### src/rtl/pkg_system_mdr.sv
// rtl/pkg_system_mdr.sv - shared MDR datapath widths and helper types
// Provides DATA_W, the operand payload type and an occupancy count type
// sized for the default pipeline depth.
package pkg_system_mdr;

    localparam int DATA_W    = 8;
    localparam int DEF_DEPTH = 2;

    typedef logic [DATA_W-1:0]                data_in_t;
    typedef logic [$clog2(DEF_DEPTH+1)-1:0]   pipe_cnt_t;

endpackage

### src/rtl/mdr_pipe_stage.sv
// rtl/mdr_pipe_stage.sv - one valid/data stage of the MDR elastic pipeline
// Ports: clk, rst (sync, active-high), flush (clears valid, data held),
//        in_valid/in_data/in_ready (upstream side),
//        out_valid/out_data/out_ready (downstream side).
module mdr_pipe_stage
    import pkg_system_mdr::*;
#(
    parameter int WIDTH = DATA_W
) (
    input  logic             clk,
    input  logic             rst,
    input  logic             flush,
    input  logic             in_valid,
    input  logic [WIDTH-1:0] in_data,
    input  logic             out_ready,
    output logic             out_valid,
    output logic [WIDTH-1:0] out_data,
    output logic             in_ready
);

    logic             valid_q, valid_d;
    logic [WIDTH-1:0] data_q,  data_d;

    // An empty stage always accepts, so bubbles collapse toward the output.
    assign in_ready = ~valid_q | out_ready;

    always_comb begin
        valid_d = valid_q;
        data_d  = data_q;
        if (flush) begin
            valid_d = 1'b0;
        end else if (in_ready) begin
            valid_d = in_valid;
            // Bubbles never overwrite the held payload.
            if (in_valid) begin
                data_d = in_data;
            end
        end
    end

    always_ff @(posedge clk) begin
        if (rst) begin
            valid_q <= 1'b0;
            data_q  <= '0;
        end else begin
            valid_q <= valid_d;
            data_q  <= data_d;
        end
    end

    assign out_valid = valid_q;
    assign out_data  = data_q;

endmodule

### src/rtl/mdr_pipe_reg.sv
// rtl/mdr_pipe_reg.sv - DEPTH-stage elastic operand pipeline for the MDR datapath
// Ports: clk, rst (sync, active-high), i_flush (sync clear),
//        i_valid/o_ready/i_data (upstream), o_valid/i_ready/o_data (downstream),
//        o_count (occupied stages, only when MDR_PIPE_COUNT_EN is defined).
// Optional feature macro: MDR_PIPE_COUNT_EN.
module mdr_pipe_reg
    import pkg_system_mdr::*;
#(
    parameter int WIDTH = pkg_system_mdr::DATA_W,
    parameter int DEPTH = 2,
    parameter int CNT_W = $clog2(DEPTH+1)
) (
    input  logic             clk,
    input  logic             rst,
    input  logic             i_flush,
    input  logic             i_valid,
    output logic             o_ready,
    input  logic [WIDTH-1:0] i_data,
    output logic             o_valid,
    input  logic             i_ready,
`ifdef MDR_PIPE_COUNT_EN
    output logic [CNT_W-1:0] o_count,
`endif
    output logic [WIDTH-1:0] o_data
);

    // Index k is the input side of stage k; index DEPTH is the block output.
    logic             vld [DEPTH+1];
    logic             rdy [DEPTH+1];
    logic [WIDTH-1:0] dat [DEPTH+1];

    assign vld[0]     = i_valid;
    assign dat[0]     = i_data;
    assign rdy[DEPTH] = i_ready;

    for (genvar k = 0; k < DEPTH; k++) begin : g_stage
        mdr_pipe_stage #(
            .WIDTH (WIDTH)
        ) u_stage (
            .clk       (clk),
            .rst       (rst),
            .flush     (i_flush),
            .in_valid  (vld[k]),
            .in_data   (dat[k]),
            .out_ready (rdy[k+1]),
            .out_valid (vld[k+1]),
            .out_data  (dat[k+1]),
            .in_ready  (rdy[k])
        );
    end

    assign o_ready = rdy[0] & ~i_flush;
    assign o_valid = vld[DEPTH];
    assign o_data  = dat[DEPTH];

`ifdef MDR_PIPE_COUNT_EN
    logic             in_xfer, out_xfer;
    logic [CNT_W-1:0] count_q, count_d;

    assign in_xfer  = i_valid & o_ready;
    assign out_xfer = o_valid & i_ready;

    always_comb begin
        count_d = count_q;
        if (i_flush) begin
            count_d = '0;
        end else if (in_xfer && !out_xfer && count_q != CNT_W'(DEPTH)) begin
            count_d = count_q + 1'b1;
        end else if (out_xfer && !in_xfer && count_q != '0) begin
            count_d = count_q - 1'b1;
        end
    end

    always_ff @(posedge clk) begin
        if (rst) begin
            count_q <= '0;
        end else begin
            count_q <= count_d;
        end
    end

    assign o_count = count_q;
`endif

endmodule
### config.mk
export PLATFORM = sky130hd
export DESIGN_NAME = mdr_pipe_reg
export DESIGN_NICKNAME = d
export VERILOG_FILES = /design/src/rtl/pkg_system_mdr.sv /design/src/rtl/mdr_pipe_stage.sv /design/src/rtl/mdr_pipe_reg.sv
export SDC_FILE = /design/constraint.sdc
export NUM_CORES = 1
export LEC_CHECK = 0
export BUFFER_PORTS_ARGS = -buffer_cell sky130_fd_sc_hd__buf_4
export CORE_UTILIZATION = 40
export DETAILED_ROUTE_END_ITERATION = 7
export GPL_TIMING_DRIVEN = 0
export PLACE_DENSITY_LB_ADDON = 0.1
export SKIP_LAST_GASP = 1
export SYNTH_ARGS = -nofsm -noshare
export SYNTH_HDL_FRONTEND = slang
export SYNTH_SLANG_ARGS = --single-unit
### constraint.sdc
create_clock -name clk -period 2 [get_ports clk]
set_input_delay 0.5 -clock clk [delete_from_list [all_inputs] [get_ports clk]]
set_output_delay 0.5 -clock clk [all_outputs]
set_load 0.005 [all_outputs]
==> metrics.txt, run 1 <==
Port Buf Inserts=22; Logic pwr share=0.104; Max Cap Viol=0; required time of the critical path=~1.5 ns; clk slew on worst S/H paths=~0.11 ns; post-synthesis sequential area ratio=0.429; core area=approximately 0.0020 mm²; Hold Crit Start=i_flush; Routability Congestion=slightly above 0.7; switching pwr=between 0.1 and 0.15 mW; Max H-tree Level=1; static leakage=between 0.4 and 0.5 nW; Fin Setup TNS=0 ns; worst-path cell chain=nor2b_4 > buf_2 > a21oi_1 > buf_4; post-cts repair resize count=0; DR vias=about 640; max-slew violations=0; Final Skew=between 0.007 and 0.008 ns; end of the worst hold path=g_stage[1].u_stage.out_valid; family with the most delay on the worst path=flip-flops; Setup CP Type=flip-flop to output port; CTS Sinks=18; Critical R2R Launch=g_stage[1].u_stage.out_valid; share of flip-flops with an asynchronous set or reset=0; Total GRT Usage=0.152; Final nets=130; FILL cells=roughly 230; average routed wire per standard cell=~9.9 µm; Startpoint Class=flip-flop; Clock Power Share=0.329; reg-to-reg endpoint=g_stage[0].u_stage.out_data[6]; Critical Path Fanout Max=10; final hold violations=0; Clock Latency Late Sink=0.28 ns; DRC errors left=0; largest net degree at the start of global routing=11; Cells after Synth=90; syn_nets=103; FMAX=around 560 MHz; Synth top cells by count=dfxtp_1 (18), nand2b_1 (18), a21oi_1 (10); CTS tree=done; Flop pwr share=0.567; initial core utilization=0.428; 1st-iter DRT viols=4; first-pass GRT wire length=about 2.4 mm; Synth area leaders=dfxtp_1 (43%), nand2b_1 (13%), mux2i_1 (9.5%), buf_4 (7.2%), a21oi_1 (6.0%); die width=roughly 48 µm; initial antenna violation count=0; Slew HR=0.759; post-synthesis cell area=about 840 µm²; Sw Ratio=0.215; hold crit path type=primary input to flip-flop; internal power=between 0.5 and 0.6 mW; chip height=approximately 48 µm; cts bufs inserted=3; Crit. End Element=output port; EDFF count, synth=0; die area=0.00229 mm²; status=complete, no violations; Reg2Reg Setup Slack=between 0.8 and 0.9 ns; Post-synth top flop=dfxtp_1; share of post-route cells with drive strength above 1=0.362; post-synthesis cell type count=15; Area Growth Syn to Fin=28.0%; Final HPWL DP=roughly 1.1 mm; vias in the first global route=approximately 560; post-cts hold buffer count=0; Yosys top cell area share=0.429; antenna viol nets, final=0; final WL=between 1 and 1.5 mm; Setup crit start=g_stage[1].u_stage.out_valid; R2R depth=3; Setup-failing EPs final=0; max incr delay on CP=0.37 ns; Tightest Pin Transition=~0.36 ns; VDD IR max=between 0.3 and 0.4 mV; worst path bufs/invs=2; grt total ovfl=0; Hold Path Stages=2; Ys Warns=0; syn avg cell area=about 9.3 µm²; fin util=0.548; routed vias/inst=roughly 4.5; critical path arrival=1.29 ns; Worst path slowest cell=dfxtp_1; final worst path period need=1.79 ns; clock tree buffer depth=2; post-CTS setup buffers=0; DRT Pass-1 Iters=4; Rows=16; diodes inserted=0; fin crit share=0.895; Root Buffer=clkbuf_4; RSZ-0062 raised after global routing=false; dominant cell type by area after synthesis=dfxtp_1; IO Pins=23; PwrDens=between 600 and 700 mW/mm²; Seq cells post-synth=18
-- cell families (layout without fill, tap and decap cells) --
family | Yosys count | in the layout | synth area share
AND/OR/NAND/NOR | 32 | 32 | 0.240
AO/OA/AOI/OAI | 19 | 19 | 0.127
multiplexers | 8 | 8 | 0.0954
flip-flops | 18 | 18 | 0.429
buffers and inverters | 13 | 39 | 0.109
-- how the worst max path moves through the flow --
stage / endpoint / slack, ns / cells past startpoint
2_1_floorplan: o_ready / 0.61 / 3
3_3_place_gp: o_ready / 0.29 / 5
3_5_place_dp: o_ready / 0.28 / 5
4_1_cts: o_ready / 0.19 / 4
5_1_grt: o_ready / 0.12 / 4
6_report: o_ready / 0.21 / 4
-- state kept, by name, indices dropped and copies added, names as in the netlist --
register,count
g_stage.u_stage.out_valid,2
g_stage.u_stage.out_data,16
-- cells in the final DEF, fill, tap and decap left out, types with 2 or more instances in the layout --
cell type and n:
a21oi_1 10, o21ai_0 8, dfxtp_1 18, buf_2 4, nand3_1 8, nand2b_1 18, buf_4 30, mux2i_1 8
clkbuf_4 3, nor3_1 2
-- worst reg2reg max path, delay by kind of cell, from the launching register on --
kind	cells	cell delay, ns
AOI/OAI and AO/OA	1	0.33
muxes	1	0.22
and+or+nand+nor	1	0.14
DFF	1	0.34
-- power groups by stage --
| stage | registers [mW] | logic (mW) | clock network [mW] |
|---|---|---|---|
| after floorplan | 0.382 | 0.0387 | 0 |
| after global placement | 0.384 | 0.0686 | 0 |
| after detailed placement | 0.384 | 0.0699 | 0 |
| after CTS | 0.376 | 0.0701 | 0.225 |
| after global routing | 0.378 | 0.0778 | 0.242 |
| final | 0.376 | 0.0690 | 0.218 |
-- layer usage --
layer | share of wire | wire, µm | GRT usage | vias to the layer above
met1 | 0.50 | 710 | 0.209 | 277
li1 | - | - | - | 349
met5 | 0 | 0 | 0 | -
met2 | 0.45 | 638 | 0.235 | 17
met4 | 0 | 0 | 0.0500 | 0
met3 | 0.048 | 68 | 0.0340 | 0
-- metrics by stage --
stage               power (mW)  setup WS, ns  cells  hold WS, ns  instance area [µm²]
finish                   0.663         0.211    143        0.405                 1070
global route             0.697         0.118    143        0.401                 1070
CTS                      0.672         0.193    143        0.399                 1070
detailed placement       0.454         0.285    139        0.462                 1040
global placement         0.453         0.288    139        0.456                 1040
floorplan                0.421         0.615     90        0.444                  840
-- final cells by class --
class	instances	area, µm²	area share
plain buffers	13	91.3	0.0850
repair buffers	22	165	0.154
flip-flops and latches	18	360	0.335
clock buffers	4	36.3	0.0338
well taps	27	33.8	0.0314
multi-input cells	59	388	0.361
Power figures use the tool's default switching activity.
==> inputs of run 2 (changes only) <==
BUFFER_PORTS_ARGS = -buffer_cell sky130_fd_sc_hd__buf_2   (was -buffer_cell sky130_fd_sc_hd__buf_4)
==> metrics.txt, run 2 (synthesis gave the netlist of run 1 again) <==
cts bufs inserted=3 (unchanged); grt total ovfl=0 (unchanged); VDD IR max=0.421 mV (+35%); routed vias/inst=4.50 (+0.16%); Total GRT Usage=0.145 (-0.00727); Rows=16 (unchanged); largest net degree at the start of global routing=11 (unchanged); DR vias=644 (+0.16%); vias in the first global route=518 (-6.8%); Hold Crit Start=i_flush; initial antenna violation count=0 (unchanged); commonest non-fill, non-tap cell in the layout=buf_2; RSZ-0062 raised after global routing=false; status=complete, no violations; share of post-route cells with drive strength above 1=0.362 (unchanged); Fin Setup TNS=0 ns (unchanged); Slew HR=0.757 (-0.00210); post-cts repair resize count=0 (unchanged); Tightest Pin Transition=0.364 ns (+0.00314 ns); WP depth=4 (unchanged); Setup CP Type=flip-flop to output port; worst-path cell chain=nor2b_4 > buf_2 > a21oi_1 > buf_2; Crit. End Element=output port; end of the worst hold path=g_stage[1].u_stage.out_valid; Startpoint Class=flip-flop; first-pass GRT wire length=2.23 mm (-6.7%); FMAX=566 MHz (+1.2%); placed cell count=139 (unchanged); Max Cap Viol=0 (unchanged); DR WL met2=629 µm (-1.4%); max-slew violations=0 (unchanged); 1st-iter DRT viols=7 (+3); chip height=47.8 µm (unchanged); Top Layer Used=met3; WHS=0.432 ns (+0.0272 ns); die area=0.00229 mm² (unchanged); Final nets=130 (unchanged); initial core utilization=0.428 (unchanged); final hold violations=0 (unchanged); final worst path period need=1.77 ns (-0.0217 ns); worst path bufs/invs=2 (unchanged); Clock Latency Late Sink=0.28 ns (about the same); CTS Sinks=18 (unchanged); Max H-tree Level=1 (unchanged); Met3 Routed Length=61 µm (-10%); Final Skew=0.00192 ns (-0.00583 ns); Met1 Wirelength=732 µm (+3.1%); CTS tree=done; core area=0.00196 mm² (unchanged); Critical Path Most Common Cell=buf_2; PwrDens=645 mW/mm² (+4.5%); R2R depth=3 (unchanged); Final HPWL DP=1.07 mm (-4.6%); final WL=1.42 mm (+0.35%); clk slew on worst S/H paths=0.10 ns (about the same); Critical Path Fanout Max=10 (unchanged); Critical R2R Launch=g_stage[1].u_stage.out_valid; IO Pins=23 (unchanged); post-CTS setup buffers=0 (unchanged); max incr delay on CP=0.36 ns (about the same); hold crit path type=primary input to flip-flop; area of the multi-input gates=388 µm² (unchanged); reg-to-reg endpoint=g_stage[0].u_stage.out_data[0]; family with the most delay on the worst path=flip-flops; Area Growth Syn to Fin=21.5%; most frequent cells in the layout=buf_2 (26), nand2b_1 (18), dfxtp_1 (18); Root Buffer=clkbuf_4; Port Buf Inserts=22 (unchanged); static leakage=0.439 nW (-2.3%); Routability Congestion=0.716 (-1.6%); Setup-failing EPs final=0 (unchanged); Hold Path Stages=2 (unchanged); diodes inserted=0 (unchanged); Worst path slowest cell=dfxtp_1; fin crit share=0.884 (-0.0108); DRT Pass-1 Iters=4 (unchanged); required time of the critical path=1.50 ns (about the same); fin util=0.520 (-0.0281); antenna viol nets, final=0 (unchanged); DRC errors left=0 (unchanged); clock tree buffer depth=2 (unchanged); post-cts hold buffer count=0 (unchanged); Reg2Reg Setup Slack=0.90 ns (about the same); average routed wire per standard cell=9.94 µm (+0.35%); die width=47.8 µm (unchanged); FILL cells=209 (-7.1%); sequential cell area=360 µm² (unchanged); number of flip-flops in the largest register=16 (unchanged); post-route insts no fill=143 (unchanged); critical path arrival=1.27 ns (-0.02 ns)
==> run 2: worst max-delay path by stage <==
stage,startpoint,end,slack (ns)
6_report,g_stage[1].u_stage.out_valid,o_ready,0.23
5_1_grt,g_stage[1].u_stage.out_valid,o_ready,0.11
4_1_cts,g_stage[1].u_stage.out_valid,o_ready,0.21
3_5_place_dp,i_ready,o_ready,0.30
3_3_place_gp,i_ready,o_ready,0.30
2_1_floorplan,i_ready,o_ready,0.61
==> run 2: power by group <==
part	switching, mW	internal [mW]
logic	0.0282	0.0332
clock network	0.110	0.111
registers	0.00693	0.369
total	0.145	0.513
==> run 2: worst reg2reg max path: stages (launching register included) <==
cell and delay, ns:
dfxtp_1 0.33, nor2b_4 0.14, a21oi_4 0.34, mux2i_1 0.23
==> run 2: stage by stage <==
stage | worst slack, ns | power (mW) | instance area [µm²]
global placement | 0.305 | 0.444 | 983
detailed placement | 0.299 | 0.446 | 983
finish | 0.233 | 0.657 | 1020
global route | 0.107 | 0.688 | 1020
CTS | 0.213 | 0.666 | 1020
floorplan | 0.615 | 0.421 | 840
==> run 2: cell type report <==
type / instances / area share
tap: 27 / 0.0331
sequential: 18 / 0.353
clock buffer: 4 / 0.0356
multi-input combinational: 59 / 0.380
timing repair buffer: 22 / 0.108
buffer: 13 / 0.0896
==> run 2: routing by layer <==
layer	global-route usage	up-vias
met5	0	-
met2	0.203	15
met3	0.0340	0
met1	0.209	277
met4	0.0667	0
li1	-	352
==> inputs of run 3 (changes only) <==
CORE_ASPECT_RATIO = 1.25   (was not set)
CTS_CLUSTER_SIZE = 8   (was not set)
==> metrics.txt, run 3 (synthesis gave the netlist of run 1 again) <==
status=complete, no violations; chip height=53.2 µm (+11%); die area=0.00229 mm² (about the same); post-cts repair resize count=0 (unchanged); Total GRT Usage=0.155 (+0.0100); final hold violations=0 (unchanged); dpl cell area=975 µm² (-0.89%); initial core utilization=0.424 (-0.00432); Final Skew=0.00841 ns (+0.00649 ns); CTS tree=done; antenna viol nets, final=0 (unchanged); Rows=18 (+2); clk slew on worst S/H paths=0.11 ns (about the same); final WL=1.38 mm (-2.9%); Logic pwr share=0.092 (about the same); static leakage=0.439 nW (unchanged); DRT Pass-1 Iters=4 (unchanged); end of the worst hold path=g_stage[1].u_stage.out_valid; Routability Congestion=0.645 (-9.9%); DR vias=645 (+0.16%); average routed wire per standard cell=10.2 µm (+2.1%); PwrDens=653 mW/mm² (+1.3%); GR Util met3=0.0205 (-0.0135); Post-Layout Inst Area=0.00101 mm² (-0.86%); grt total ovfl=0 (unchanged); Startpoint Class=flip-flop; Critical Path Most Common Cell=buf_2; met1 usage=0.190 (-0.0187); Fin Setup TNS=0 ns (unchanged); Setup WS pre-CTS=0.294 ns (-0.00516 ns); Slew HR=0.764 (+0.00670); die width=43.0 µm (-10%); R2R depth=3 (unchanged); Port Buf Inserts=22 (unchanged); Hold Crit Start=i_flush; Final Worst Setup Slack=0.216 ns (-0.0168 ns); Critical Path Fanout Max=10 (unchanged); worst-path cell chain=nor2b_4 > buf_2 > a21oi_1 > buf_2; Clock Power Share=0.339 (+0.004); largest net degree at the start of global routing=11 (unchanged); Sw Ratio=0.223 (+0.00340); number of flip-flops in the largest register=16 (unchanged); Crit. End Element=output port; Area Growth Syn to Fin=20.4%; switching pwr=0.148 mW (+2.0%); max incr delay on CP=0.36 ns (about the same); met2 Usage GRT=0.258 (+0.0549); RSZ-0062 raised after global routing=false; final worst path period need=1.78 ns (+0.0168 ns); max-slew violations=0 (unchanged); first-pass GRT wire length=2.62 mm (+17%); Setup-failing EPs final=0 (unchanged); fin crit share=0.892 (+0.00842); Worst path slowest cell=dfxtp_1; VDD IR max=0.380 mV (-9.8%); Setup CP Type=flip-flop to output port; vias in the first global route=607 (+17%); fin util=0.510 (-0.00967); 1st-iter DRT viols=7 (unchanged); Max Cap Viol=0 (unchanged); WHS=0.432 ns (+0.000353 ns); Hold Path Stages=2 (unchanged); Final nets=130 (unchanged); Root Buffer=clkbuf_4; initial antenna violation count=0 (unchanged); total power draw=0.660 mW (+0.43%); placed cell count=132 (-5.0%); GR peak layer=met2; cts bufs inserted=3 (unchanged); Clock Latency Late Sink=0.29 ns (about the same); post-cts hold buffer count=0 (unchanged); reg-to-reg endpoint=g_stage[0].u_stage.out_data[7]; required time of the critical path=1.50 ns (about the same); routed vias/inst=4.74 (+5.3%); FMAX=560 MHz (-0.94%); internal power=0.513 mW (about the same); clock tree buffer depth=2 (unchanged); commonest non-fill, non-tap cell in the layout=buf_2; Max H-tree Level=1 (unchanged); Reg2Reg Setup Slack=0.89 ns (about the same); CTS Sinks=18 (unchanged); DRC errors left=0 (unchanged); IO Pins=23 (unchanged); core area=0.00198 mm² (+1.0%); most frequent cells in the layout=buf_2 (26), nand2b_1 (18), dfxtp_1 (18); critical path arrival=1.28 ns (about the same); Tightest Pin Transition=0.354 ns (-0.0100 ns); hold crit path type=primary input to flip-flop; post-CTS setup buffers=0 (unchanged); diodes inserted=0 (unchanged); Flop pwr share=0.569 (-0.003); share of post-route cells with drive strength above 1=0.362 (unchanged); FILL cells=208 (-0.48%); post-route insts no fill=136 (-4.9%); Critical R2R Launch=g_stage[1].u_stage.out_valid
run 3: worst max path at each step:
| stage | start | to | slack [ns] | cells past startpoint |
|---|---|---|---|---|
| after floorplan | i_ready | o_ready | 0.61 | 3 |
| after CTS | g_stage[1].u_stage.out_valid | o_ready | 0.20 | 4 |
| final | g_stage[1].u_stage.out_valid | o_ready | 0.22 | 4 |
| after detailed placement | i_ready | o_ready | 0.29 | 5 |
| after global placement | i_ready | o_ready | 0.31 | 5 |
| after global routing | g_stage[1].u_stage.out_valid | o_ready | 0.13 | 4 |
run 3: layout make-up:
type / count / area [µm²] / area share
multi-input combinational: 59 / 388 / 0.384
tap: 20 / 25.0 / 0.0248
sequential: 18 / 360 / 0.356
buffer: 13 / 91.3 / 0.0903
timing repair buffer: 22 / 110 / 0.109
clock buffer: 4 / 36.3 / 0.0359
run 3: power by group through the flow:
| stage | Clock, mW | Sequential [mW] | Combinational, mW |
|---|---|---|---|
| 2_1_floorplan | 0 | 0.382 | 0.0387 |
| 6_report | 0.224 | 0.376 | 0.0604 |
| 5_1_grt | 0.251 | 0.378 | 0.0684 |
| 3_3_place_gp | 0 | 0.384 | 0.0605 |
| 3_5_place_dp | 0 | 0.384 | 0.0614 |
| 4_1_cts | 0.232 | 0.376 | 0.0616 |
run 3: routing by layer:
layer	vias up	wire length, µm
met5	-	0
met3	2	60
met4	0	17
met1	278	638
li1	348	-
met2	17	664
run 3: worst max-delay path, delay by kind of cell (launching register included):
family	cells	cell delay (ns)
DFF	1	0.36
and+or+nand+nor	1	0.19
AOI/OAI and AO/OA	1	0.09
buffers and inverters	2	0.35
